**src/rtl/shift_deserializer.sv**
```systemverilog
// Serial-in/parallel-out receiver: rebuilds N-bit words from a framed bit stream
// and hands them to a parallel consumer through a single-entry valid/ready register.
module shift_deserializer #(
   parameter int N = 8
) (
   input  logic                 clk,
   input  logic                 reset,
   input  logic                 serial_in,
   input  logic                 serial_valid,
   input  logic                 sync,
   input  logic                 dir,
   input  logic                 q_ready,
   input  logic                 clr_ovr,
   output logic [N-1:0]         q_reg,
   output logic                 q_valid,
   output logic                 overrun,
   output logic                 locked,
   output logic [$clog2(N):0]   bit_cnt,
   output logic [15:0]          word_cnt
);

   localparam int CW = $clog2(N) + 1;
   localparam logic [CW-1:0] LAST_BIT = CW'(N - 1);

   typedef enum logic [0:0] {
      HUNT  = 1'b0,
      SHIFT = 1'b1
   } state_t;

   state_t          state_r;
   state_t          state_nxt_s;
   logic [N-1:0]    shreg_r;
   logic            dir_q_r;
   logic [CW-1:0]   bit_cnt_r;
   logic [N-1:0]    q_reg_r;
   logic            q_valid_r;
   logic            overrun_r;
   logic [15:0]     word_cnt_r;

   logic            accept_s;
   logic            dir_eff_s;
   logic [N-1:0]    shreg_base_s;
   logic [N-1:0]    shifted_s;
   logic [CW-1:0]   cnt_base_s;
   logic [CW-1:0]   cnt_nxt_s;
   logic            complete_s;
   logic            load_s;
   logic            drop_s;

   // FSM state register
   always_ff @(posedge clk or negedge reset) begin
      if (!reset) begin
         state_r <= HUNT;
      end else begin
         state_r <= state_nxt_s;
      end
   end

   // FSM next-state logic: sync always (re)enters SHIFT, nothing leaves it but reset
   always_comb begin
      state_nxt_s = state_r;
      case (state_r)
         HUNT: begin
            if (sync) begin
               state_nxt_s = SHIFT;
            end else begin
               state_nxt_s = HUNT;
            end
         end
         SHIFT:   state_nxt_s = SHIFT;
         default: state_nxt_s = HUNT;
      endcase
   end

   // FSM output decode: bit acceptance, shift result, word completion and hand-off
   always_comb begin
      accept_s     = 1'b0;
      dir_eff_s    = dir_q_r;
      shreg_base_s = shreg_r;
      cnt_base_s   = bit_cnt_r;
      shifted_s    = shreg_r;
      cnt_nxt_s    = bit_cnt_r;
      complete_s   = 1'b0;
      load_s       = 1'b0;
      drop_s       = 1'b0;

      // A sync restarts framing: the fresh bit is bit 0 and the new order applies to it
      if (sync) begin
         dir_eff_s    = dir;
         shreg_base_s = {N{1'b0}};
         cnt_base_s   = {CW{1'b0}};
      end else begin
         dir_eff_s    = dir_q_r;
         shreg_base_s = shreg_r;
         cnt_base_s   = bit_cnt_r;
      end

      accept_s = serial_valid && (sync || (state_r == SHIFT));

      if (dir_eff_s) begin
         shifted_s = {serial_in, shreg_base_s[N-1:1]};
      end else begin
         shifted_s = {shreg_base_s[N-2:0], serial_in};
      end

      complete_s = accept_s && (cnt_base_s == LAST_BIT);
      load_s     = complete_s && (!q_valid_r || q_ready);
      drop_s     = complete_s && q_valid_r && !q_ready;

      if (complete_s) begin
         cnt_nxt_s = {CW{1'b0}};
      end else if (accept_s) begin
         cnt_nxt_s = cnt_base_s + {{(CW-1){1'b0}}, 1'b1};
      end else begin
         cnt_nxt_s = cnt_base_s;
      end
   end

   // Shift register, latched bit order and bit counter
   always_ff @(posedge clk or negedge reset) begin
      if (!reset) begin
         shreg_r   <= {N{1'b0}};
         dir_q_r   <= 1'b0;
         bit_cnt_r <= {CW{1'b0}};
      end else begin
         if (accept_s) begin
            shreg_r <= shifted_s;
         end else if (sync) begin
            shreg_r <= {N{1'b0}};
         end else begin
            shreg_r <= shreg_r;
         end
         if (sync) begin
            dir_q_r <= dir;
         end else begin
            dir_q_r <= dir_q_r;
         end
         bit_cnt_r <= cnt_nxt_s;
      end
   end

   // Holding register, handshake, sticky overrun and saturating word counter
   always_ff @(posedge clk or negedge reset) begin
      if (!reset) begin
         q_reg_r    <= {N{1'b0}};
         q_valid_r  <= 1'b0;
         overrun_r  <= 1'b0;
         word_cnt_r <= 16'h0000;
      end else begin
         if (load_s) begin
            q_reg_r   <= shifted_s;
            q_valid_r <= 1'b1;
            if (word_cnt_r != 16'hFFFF) begin
               word_cnt_r <= word_cnt_r + 16'h0001;
            end else begin
               word_cnt_r <= word_cnt_r;
            end
         end else if (q_valid_r && q_ready) begin
            q_valid_r <= 1'b0;
         end else begin
            q_valid_r <= q_valid_r;
         end
         // A drop outranks a simultaneous clear so no lost word goes unreported
         if (drop_s) begin
            overrun_r <= 1'b1;
         end else if (clr_ovr) begin
            overrun_r <= 1'b0;
         end else begin
            overrun_r <= overrun_r;
         end
      end
   end

   assign q_reg    = q_reg_r;
   assign q_valid  = q_valid_r;
   assign overrun  = overrun_r;
   assign locked   = (state_r == SHIFT);
   assign bit_cnt  = bit_cnt_r;
   assign word_cnt = word_cnt_r;

endmodule

```
**config.mk**
```make
export PLATFORM = sky130hd
export DESIGN_NAME = shift_deserializer
export DESIGN_NICKNAME = d
export VERILOG_FILES = /design/src/rtl/shift_deserializer.sv
export SDC_FILE = /design/constraint.sdc
export NUM_CORES = 1
export LEC_CHECK = 0
export ABC_CLOCK_PERIOD_IN_PS = 1660
export CAP_MARGIN = 20
export CORE_MARGIN = 1
export CORE_UTILIZATION = 45
export DETAILED_ROUTE_END_ITERATION = 12
export PLACE_DENSITY = 0.74
export SYNTH_ARGS = -nofsm -noshare
export SYNTH_HDL_FRONTEND = slang
export SYNTH_SLANG_ARGS = --single-unit
```
**constraint.sdc**
```tcl
create_clock -name clk -period 1.66 [get_ports clk]
set_input_delay 0.498 -clock clk [delete_from_list [all_inputs] [get_ports clk]]
set_output_delay 0.498 -clock clk [all_outputs]
set_load 0.1 [all_outputs]
```
# Word level (Yosys, flattened, before mapping)
# Cells that the tools add are included.
# word_totals
regBits	40
in_bits	8
output_inout_bits	31
wordCells	39
# classes
n_addsub	2
n_eq_ne	2
muxes	13
n_bitwise	1
n_reduce_logical	13
# op_table
op	count
8-bit 2-to-1 mux	3
16-bit by 1-bit adder with 16-bit output, second input constant	1
16-bit != test, second input constant	1
4-bit 2-to-1 mux	3
1-bit logical AND	6
1-bit 2-to-1 mux	6
4-bit by 1-bit adder with 4-bit output, second input constant	1
4-bit by 3-bit == test with 1-bit output, second input constant	1
2-bit nonzero test	2
1-bit zero test	2
1-bit logical OR	2
1-bit one-hot mux with 2 select lines	1
2-bit AND reduction	1
1-bit NOT	1

# Depth between registers and ports, before layout
# Gate-level depths: netlist of run 1.
# depth
depth_word	6
depth_mapped	9
depth_no_buf	6

# Worst setup path before layout of run 1
# No wires, ideal clock.
# synth_timing
path_kind	flip-flop to flip-flop
startpoint	register bit_cnt_r[0], in the netlist bit_cnt[0]
endpoint	register word_cnt_r[1], in the netlist word_cnt[1]
setup_ns	0.126
arrival_ns	2.363
required_time_ns	1.534
path_slack_ns	-0.829
stages_incl_launch_ff	8
n_path_buf	1
period_less_slack_ns	2.489
cell_sequence	dfrtp_1 -> nor2b_1 -> ha_1 -> and3_1 -> nand3_1 -> buf_2 -> nor2_1 -> mux2_2
# synth_between
elab_chain_len	5
# synth_lines
element	line_no	source
from (decl)	34	logic [CW-1:0] bit_cnt_r;
from (signal assigned)	124	bit_cnt_r <= {CW{1'b0}};
from (signal assigned)	138	bit_cnt_r <= cnt_nxt_s;
4-bit 2-to-1 mux	88	if (sync) begin
4-bit by 3-bit == test with 1-bit output	106	complete_s = accept_s && (cnt_base_s == LAST_BIT);
1-bit logical AND	106	
1-bit logical AND	107	load_s = complete_s && (!q_valid_r || q_ready);
2-bit AND reduction (no source line)	n/a	
to (signal assigned)	154	word_cnt_r <= word_cnt_r + 16'h0001;
to (signal assigned)	156	word_cnt_r <= word_cnt_r;
to (decl)	38	logic [15:0] word_cnt_r;
# Every way passes these cells.
# A chain may end at the register's enable or synchronous reset.

# Final worst setup path of run 1
# layout_timing
startpoint	register bit_cnt_r[0], in the netlist bit_cnt[0]
endpoint	register word_cnt_r[15], in the netlist word_cnt[15]
# The elaborated chain is that of the path after synthesis.

==> flow_metrics.env, run 1 <==
export IMPL_mostFrequentLayoutCell="buf_12"
export IMPL_yosysTopAreaCell="dfrtp_1"
export IMPL_synthAdderAreaFrac=0.0132
export IMPL_insertion_delay_ns=0.29
export IMPL_ir_worst_vdd_uv=704
export IMPL_avgRoutedWirePerCell_um=16.9
export IMPL_first_pass_iters=4
export IMPL_grt_pass1_wl_um=8110
export IMPL_layout_nets=256
export IMPL_post_dp_hpwl_um=3390
export IMPL_critPathBufInv=1
export IMPL_area_growth_pct=74.8
export IMPL_synth_top_family_by_area="simple AND/OR/NAND/NOR gates"
export IMPL_finalSetupViolCount=13
export IMPL_rsz0062_at_grt="yes"
export IMPL_cts_htree_levels=2
export IMPL_ys_ff_latch=40
export IMPL_die_h_um=66.8
export IMPL_portBuffers=38
export IMPL_placementRows=23
export IMPL_largest_reg_flops=16
export IMPL_clockRootBuffer="clkbuf_8"
export IMPL_path_delay_family="simple AND/OR/NAND/NOR gates"
export IMPL_drive_above_1_share=0.543
export IMPL_p_per_area_nw_per_um2=609
export IMPL_final_cell_mix="buf_12, buf_4, nand2_1, dfrtp_1, dfrtp_4"
export IMPL_worstMarginPinSlew_ns=0.537
export IMPL_yosysSeqAreaShare=0.530
export IMPL_slowest_delay_ns=0.41
export IMPL_fillers=217
export IMPL_cp_end_kind="flop"
export IMPL_final_period_utilization=1.03
export IMPL_cts_sinks=40
export IMPL_synth_simple_area_share=0.207
export IMPL_grt_pass1_vias=1647
export IMPL_fin_ws_ns=-0.0533
export IMPL_grt_usage=0.250
export IMPL_drt_iter0_markers=83
export IMPL_core_um2=4030
export IMPL_cts_hold_buf=0
export IMPL_drv_cap=0
export IMPL_netlist_area_leader_share=0.530
export IMPL_ant_nets=0
export IMPL_grt_overflow_total=0
export IMPL_antenna_found_initial=0
export IMPL_cts_inserted_buffers=5
export IMPL_syn_num_nets=185
export IMPL_dp_slack_ns=-0.806
export IMPL_synth_area_leaders="dfrtp_1, xor2_1, mux2i_1"
export IMPL_grt_max_degree=24
export IMPL_hp_class="in -> async"
export IMPL_io_pins=39
export IMPL_final_hold_viol_count=0
export IMPL_required_ns=1.87
export IMPL_synth_xor_area_frac=0.0788
export IMPL_vias=1592
export IMPL_cp_num_cells=7
export IMPL_syn_area_per_cell_um2=10.8
export IMPL_die_area_um2=4460
export IMPL_wl_um=5010
export IMPL_antenna_cells=0
export IMPL_yosysWarningCount=0
export IMPL_placed_area_um2=3030
export IMPL_slew_viol_final=0
export IMPL_startpoint_type="flop"
export IMPL_fin_crit_ns=1.71
export IMPL_die_w_um=66.8
export IMPL_outcome="complete, but fails checks"
export IMPL_crit_arrival_ns=1.93
export IMPL_synth_compound_area_share=0.0735
export IMPL_finalInstanceArea_um2=3300
export IMPL_viasPerCell=5.36
export IMPL_drc_errors=0
export IMPL_synth_cell_types=32
export IMPL_fmax_mhz=584
export IMPL_p_leak_nw=1.45
export IMPL_fin_skew_ns=0.00553
export IMPL_crit_chain="nor2b_4 > ha_4 > and3_4 > nand3_4 > buf_12 > nor4_4 > xor2_1"
export IMPL_violations="negative setup slack"
export IMPL_cp_max_fo=18
export IMPL_clkTransAtPathRegs_ns=0.08
export IMPL_rr_worst_depth=7
export IMPL_start_util=0.469
export IMPL_muxShareOfSynthArea=0.0715
export IMPL_cts_buffer_depth=2
export IMPL_place_gp_congestion=0.790
export IMPL_relSlewSlack=0.642
export IMPL_cts_tree="built"
export IMPL_path_class="reg -> reg"
export IMPL_cp_slowest_cell="dfrtp_4"
export IMPL_postSynthCellCount=175
export IMPL_synth_area_um2=1890
area by class of cell:
class	count	area, um^2	share of cell area
Clock buffer	6	82.6	0.0250
Clock inverter	2	10.0	0.00303
Inverter	2	7.51	0.00227
Multi-Input combinational cell	123	1070	0.323
Sequential cell	40	1070	0.323
Tap cell	50	62.6	0.0189
Timing Repair Buffer	74	1000	0.304
path summary, 6_finish.rpt:
path                        startpoint      endpoint  slack [ns]
min in group clk           word_cnt[3]   word_cnt[3]        0.50
setup / recovery            bit_cnt[0]  word_cnt[15]       -0.05
hold reg to reg            word_cnt[3]   word_cnt[3]        0.50
max in group asynchronous        reset        locked        0.97
setup reg to reg            bit_cnt[0]  word_cnt[15]       -0.05
hold / removal                   reset   word_cnt[7]        0.18
routing by layer:
layer	vias to the layer above	global-route usage	wire length, um
met5	-	0	0
met2	26	0.444	2750
li1	756	-	-
met3	6	0.0514	129
met1	804	0.293	2070
met4	0	0.0931	65
synthesized netlist by cell type (all sizes together):
cell	number
nor2	10
nand3	6
nor2b	2
inv	2
nor3	6
xnor2	2
nor3b	3
or4b	1
dfrtp	40
a21oi	1
mux2	4
o32ai	1
mux2i	9
o21a	1
nand4	5
buf	3
and3	3
or2	1
o22ai	2
and2	1
and4	1
clkbuf	7
a211oi	6
xor2	15
ha	2
o31ai	6
nor4	7
o21ai	3
nand2	20
nand2b	5
worst register-to-register path: cells and delay by family (launching register included):
kind | cells | cell delay (ns)
xor gates and xnor gates | 1 | 0.18
buffers and inverters | 1 | 0.18
adders and majority gates | 1 | 0.14
and+or+nand+nor | 4 | 0.72
DFF | 1 | 0.41
stage by stage:
step / total power, mW / util / cells / hold WS, ns / TNS [ns]
final: 2.01 / 0.820 / 297 / 0.178 / -0.316
after global routing: 2.08 / 0.820 / 297 / 0.195 / -1.47
after CTS: 2.02 / 0.792 / 290 / 0.177 / -0.339
after detailed placement: 1.35 / 0.753 / 282 / 0.482 / -24.48
after global placement: 1.34 / 0.753 / 282 / 0.482 / -21.77
after floorplan: 1.21 / - / 175 / 0.202 / -5.18
kinds of logic after synthesis:
kind of cell	count (synthesis)
DFF	40
and+or+nand+nor	71
adders and majority gates	2
muxes	13
xor gates and xnor gates	17
AOI/OAI and AO/OA	20
buffers and inverters	12
what timing repair did:
| item | in CTS | in global routing |
|---|---|---|
| setup endpoints to repair | 37 | 25 |
| gates resized for setup | 14 | 9 |
| pin swaps | 3 | 4 |
| setup buffers | 0 | 7 |
where the power goes:
group	leakage, nW	internal (mW)	total (mW)	switching, mW
sequential	0.506	1.00	1.03	0.0298
combinational	0.894	0.136	0.314	0.178
clock	0.0510	0.331	0.663	0.331
Power figures use the tool's default switching activity.
==> run 2, diff against run 1 <==
--- a/config.mk
+++ b/config.mk
@@ -10,7 +10,8 @@
 export CORE_MARGIN = 1
 export CORE_UTILIZATION = 45
 export DETAILED_ROUTE_END_ITERATION = 12
-export PLACE_DENSITY = 0.74
+export PLACE_DENSITY = 0.7
+export SKIP_CTS_REPAIR_TIMING = 1
 export SYNTH_ARGS = -nofsm -noshare
 export SYNTH_HDL_FRONTEND = slang
 export SYNTH_SLANG_ARGS = --single-unit
==> run 2 against run 1 <==
Against the previous run: the run still ends with negative setup slack left; die area unchanged; first-iteration DRC count decreased by 9.6%; critical endpoint is now word_cnt[1]; count of clock-buffer cells in the layout unchanged; cell count decreased by 0.67%; sequential power about the same; setup slack got worse by 0.068 ns; fmax decreased by 3.8%; power increased by 6.4%; highest routed layer unchanged; non-clock buffer count decreased by 2.
==> flow_metrics.env, run 2 (synthesis results as in run 1) <==
export IMPL_outcome="complete, but fails checks"
export IMPL_violations="negative setup slack"
export IMPL_vias=1635
export IMPL_cts_sinks=40
export IMPL_switchingPower_uw=553
export IMPL_seq_power_share=0.483
export IMPL_first_pass_iters=4
export IMPL_grt_pass1_vias=1643
export IMPL_portBuffers=38
export IMPL_slew_viol_final=0
export IMPL_cp_num_cells=7
export IMPL_cp_slowest_cell="nor3b_2"
export IMPL_path_class="in -> reg"
export IMPL_final_hold_viol_count=0
export IMPL_finalInstanceArea_um2=3410
export IMPL_clkTransAtPathRegs_ns=0.08
export IMPL_rr_worst_depth=7
export IMPL_grt_max_degree=24
export IMPL_power_frac_clock=0.369
export IMPL_place_gp_congestion=0.793
export IMPL_post_dp_hpwl_um=3580
export IMPL_final_period_utilization=1.07
export IMPL_p_per_area_nw_per_um2=628
export IMPL_hp_class="in -> async"
export IMPL_startpoint_type="primary input"
export IMPL_p_leak_nw=1.49
export IMPL_cp_max_fo=4
export IMPL_path_delay_family="buffers and inverters"
export IMPL_cts_buffer_depth=2
export IMPL_r2r_start="bit_cnt[1]"
export IMPL_drt_iter0_markers=75
export IMPL_cts_tree="built"
export IMPL_required_ns=1.84
export IMPL_io_pins=39
export IMPL_grt_usage=0.243
export IMPL_multi_input_area_um2=1120
export IMPL_relSlewSlack=0.659
export IMPL_ant_nets=0
export IMPL_placementRows=23
export IMPL_worstMarginPinSlew_ns=0.512
export IMPL_start_util=0.469
export IMPL_grt_pass1_wl_um=7840
export IMPL_final_cell_mix="buf_12, buf_4, dfrtp_1"
export IMPL_ff_latch_area_um2=1070
export IMPL_grt_overflow_total=0
export IMPL_fin_skew_ns=0.0111
export IMPL_placed_area_um2=3050
export IMPL_die_h_um=66.8
export IMPL_insertion_delay_ns=0.30
export IMPL_fin_ws_ns=-0.121
export IMPL_layout_nets=254
export IMPL_crit_chain="dlymetal6s2s_1 > buf_4 > nor3b_2 > nand3_4 > clkbuf_16 > nor2_4 > mux2_4"
export IMPL_antenna_cells=0
export IMPL_startpoint="sync"
export IMPL_rsz0062_at_grt="yes"
export IMPL_switching_share=0.258
export IMPL_drc_errors=0
export IMPL_cts_htree_levels=2
export IMPL_largest_reg_flops=16
export IMPL_ir_worst_vdd_uv=580
export IMPL_crit_arrival_ns=1.96
export IMPL_die_area_um2=4460
export IMPL_core_um2=4030
export IMPL_fin_crit_ns=1.78
export IMPL_cp_end_kind="flop"
export IMPL_avgRoutedWirePerCell_um=18.9
export IMPL_drv_cap=0
export IMPL_dp_slack_ns=-0.823
export IMPL_area_growth_pct=80.4
export IMPL_fmax_mhz=561
export IMPL_p_comb_frac=0.148
export IMPL_antenna_found_initial=0
export IMPL_internal_power_mw=1.59
export IMPL_fillers=208
export IMPL_drive_above_1_share=0.539
export IMPL_die_w_um=66.8
export IMPL_slowest_delay_ns=0.30
export IMPL_mostFrequentLayoutCell="buf_12"
export IMPL_clockRootBuffer="clkbuf_8"
export IMPL_viasPerCell=5.54
export IMPL_wl_um=5590
export IMPL_finalSetupViolCount=23
export IMPL_critPathBufInv=3
export IMPL_cts_inserted_buffers=5
## run 2: cell types whose count changed in the layout (fill, tap and decap cells not counted), sizes merged
cell          change
buf               -5
bufinv            +1
clkbuf            +2
dlymetal6s2s      +1
clkinv            -1
## run 2: cell type report
| cell class | instances | share of cell area |
|---|---|---|
| flip-flops and latches | 40 | 0.313 |
| clock inverters | 2 | 0.0103 |
| multi-input cells | 123 | 0.328 |
| inverters | 2 | 0.00220 |
| clock buffers | 6 | 0.0213 |
| well taps | 50 | 0.0184 |
| repair buffers | 72 | 0.307 |
## run 2: final timing paths
kind | endpoint | slack (ns)
max in group asynchronous | word_cnt[0] | 0.98
worst min-delay path | word_cnt[13] | 0.16
min in group clk | word_cnt[3] | 0.54
worst max-delay path | word_cnt[1] | -0.12
worst max register to register | word_cnt[1] | -0.10
worst min register to register | word_cnt[3] | 0.54
## run 2: per-layer routing
metal	routed length [um]	share of wire	track usage
met5	0	0	0
met4	128	0.023	0.112
met3	169	0.030	0.0634
met2	3090	0.55	0.410
met1	2210	0.39	0.286
## run 2: power by group through the flow
stage	registers, mW	logic, mW	clock network, mW
finish	1.03	0.316	0.790
global route	1.04	0.335	0.851
CTS	1.03	0.306	0.802
detailed placement	1.05	0.305	0
global placement	1.05	0.293	0
floorplan	1.11	0.0967	0
## run 2: per-stage QoR
stage | instances | hold slack, ns | util | setup TNS (ns) | total power [mW]
2_1_floorplan | 175 | 0.202 | - | -5.18 | 1.21
3_3_place_gp | 282 | 0.482 | 0.756 | -20.88 | 1.35
3_5_place_dp | 282 | 0.492 | 0.756 | -24.92 | 1.36
4_1_cts | 290 | 0.174 | 0.783 | -13.33 | 2.14
5_1_grt | 295 | 0.180 | 0.846 | -2.97 | 2.22
6_report | 295 | 0.163 | 0.846 | -1.46 | 2.14
==> run 3, diff against run 2 <==
--- a/config.mk
+++ b/config.mk
@@ -11,7 +11,6 @@
 export CORE_UTILIZATION = 45
 export DETAILED_ROUTE_END_ITERATION = 12
 export PLACE_DENSITY = 0.7
-export SKIP_CTS_REPAIR_TIMING = 1
 export SYNTH_ARGS = -nofsm -noshare
 export SYNTH_HDL_FRONTEND = slang
 export SYNTH_SLANG_ARGS = --single-unit
==> run 3 against run 2 <==
Against the previous run: the flow still finishes with violations (negative setup slack); clock power rose by 2%; design area rose by 0.70%; sequential share of layout area fell by 0.22 points; global-route usage rose by 2.4 points; fmax fell by 1.3%; setup slack got worse by 0.023 ns.
==> flow_metrics.env, run 3 (synthesis results as in run 1) <==
export IMPL_outcome="complete, but fails checks"
export IMPL_violations="negative setup slack"
export IMPL_path_delay_family="flip-flops"
export IMPL_crit_chain="ha_4 > nand4_1 > nor4_4 > buf_4 > buf_12 > buf_4 > nor3_4 > xor2_1"
export IMPL_grt_pass1_wl_um=8640
export IMPL_required_ns=1.87
export IMPL_crit_top_cell="buf_4"
export IMPL_largest_reg_flops=16
export IMPL_rr_worst_depth=8
export IMPL_clkTransAtPathRegs_ns=0.08
export IMPL_fin_util=0.852
export IMPL_multi_input_area_um2=1120
export IMPL_cp_slowest_cell="dfrtp_4"
export IMPL_mostFrequentLayoutCell="buf_12"
export IMPL_cts_inserted_buffers=5
export IMPL_grt_pass1_vias=1742
export IMPL_portBuffers=38
export IMPL_final_hold_viol_count=0
export IMPL_startpoint_type="flop"
export IMPL_post_dp_hpwl_um=3580
export IMPL_first_pass_iters=4
export IMPL_ir_worst_vdd_uv=584
export IMPL_io_pins=39
export IMPL_place_gp_congestion=0.793
export IMPL_path_class="reg -> reg"
export IMPL_die_h_um=66.8
export IMPL_final_cells=297
export IMPL_final_period_utilization=1.09
export IMPL_die_w_um=66.8
export IMPL_cts_hold_buf=0
export IMPL_fin_crit_ns=1.80
export IMPL_crit_arrival_ns=2.01
export IMPL_p_leak_nw=1.50
export IMPL_slew_viol_final=0
export IMPL_clockRootBuffer="clkbuf_8"
export IMPL_placementRows=23
export IMPL_cp_max_fo=6
export IMPL_grt_max_degree=24
export IMPL_ant_nets=0
export IMPL_hp_class="in -> async"
export IMPL_antenna_found_initial=0
export IMPL_fmax_mhz=554
export IMPL_ff_latch_area_um2=1070
export IMPL_antenna_cells=0
export IMPL_dp_slack_ns=-0.823
export IMPL_switchingPower_uw=565
export IMPL_fin_tns_setup_ns=-1.40
export IMPL_insertion_delay_ns=0.30
export IMPL_worstReg2RegEnd="word_cnt[4]"
export IMPL_r2r_start="word_cnt[0]"
export IMPL_grt_overflow_total=0
export IMPL_fin_skew_ns=0.00723
export IMPL_seq_power_share=0.482
export IMPL_worstMarginPinSlew_ns=0.513
export IMPL_drv_cap=0
export IMPL_layout_nets=256
export IMPL_top_layer_used="met4"
export IMPL_start_util=0.469
export IMPL_drive_above_1_share=0.547
export IMPL_dp_cells=282
export IMPL_cts_tree="built"
export IMPL_slowest_delay_ns=0.50
export IMPL_p_per_area_nw_per_um2=627
export IMPL_grt_usage=0.267
export IMPL_fillers=194
export IMPL_critPathBufInv=3
export IMPL_switching_share=0.263
export IMPL_ff2ff_setup_slack_ns=-0.14
export IMPL_cts_sinks=40
export IMPL_finalSetupViolCount=23
export IMPL_drc_errors=0
export IMPL_area_growth_pct=81.7
export IMPL_power_frac_clock=0.373
export IMPL_die_area_um2=4460
export IMPL_internal_power_mw=1.59
export IMPL_startpoint="word_cnt[0]"
export IMPL_rsz0062_at_grt="yes"
export IMPL_vias=1688
export IMPL_p_comb_frac=0.145
export IMPL_wl_met2_um=3270
export IMPL_fin_ws_ns=-0.144
export IMPL_relSlewSlack=0.658
export IMPL_core_um2=4030
export IMPL_wl_um=5750
export IMPL_drt_iter0_markers=146
export IMPL_cp_end_kind="flop"
export IMPL_final_cell_mix="buf_12, buf_4, dfrtp_1"
export IMPL_viasPerCell=5.68
export IMPL_cts_htree_levels=2
export IMPL_wl_met3_um=222
export IMPL_avgRoutedWirePerCell_um=19.3
export IMPL_cts_buffer_depth=2
export IMPL_wl_met1_um=2160
-- run 3: cell types whose count changed in the layout (fill, tap and decap cells not counted), moves of 2 or more --
cell     previous run  this run
mux2_2              1         3
o31ai_2             4         6
mux2_4              3         1
buf_4              26        28
-- run 3: area by class of cell --
type,count,share of cell area
multi-input combinational,123,0.326
sequential,40,0.311
clock inverter,2,0.0102
timing repair buffer,74,0.311
clock buffer,6,0.0211
inverter,2,0.00219
tap,50,0.0182
-- run 3: power by group through the flow --
stage                     Clock (mW)  Combinational [mW]  Sequential, mW
after global placement             0               0.293            1.05
after global routing           0.861               0.332            1.04
after floorplan                    0              0.0967            1.11
after CTS                      0.802               0.312            1.03
after detailed placement           0               0.305            1.05
final                          0.803               0.313            1.04
-- run 3: stage by stage --
| stage | power, mW | cell area [um^2] | hold WS [ns] |
|---|---|---|---|
| floorplan | 1.21 | 2090 | 0.202 |
| global placement | 1.35 | 3050 | 0.482 |
| detailed placement | 1.36 | 3050 | 0.492 |
| CTS | 2.15 | 3330 | 0.174 |
| global route | 2.23 | 3430 | 0.175 |
| finish | 2.15 | 3430 | 0.160 |
-- run 3: worst max-delay path by stage --
stage,end,depth (start not counted),slack [ns]
2_1_floorplan,word_cnt[9],7,-0.27
3_3_place_gp,word_cnt[15],8,-0.64
3_5_place_dp,word_cnt[13],8,-0.82
4_1_cts,word_cnt[5],7,-0.11
5_1_grt,word_cnt[7],7,-0.22
6_report,word_cnt[4],8,-0.14
-- run 3: repair_timing --
action                                  CTS  global route
endpoints found under the setup margin   38            24
cloned                                    2             1
buffers inserted                          1             3
resized for setup                        20            15
pin swaps                                10            20
-- run 3: layer usage --
layer,GRT usage,up-vias
met5,0,-
met4,0.109,0
met3,0.0634,11
met2,0.455,57
met1,0.320,855
li1,-,765
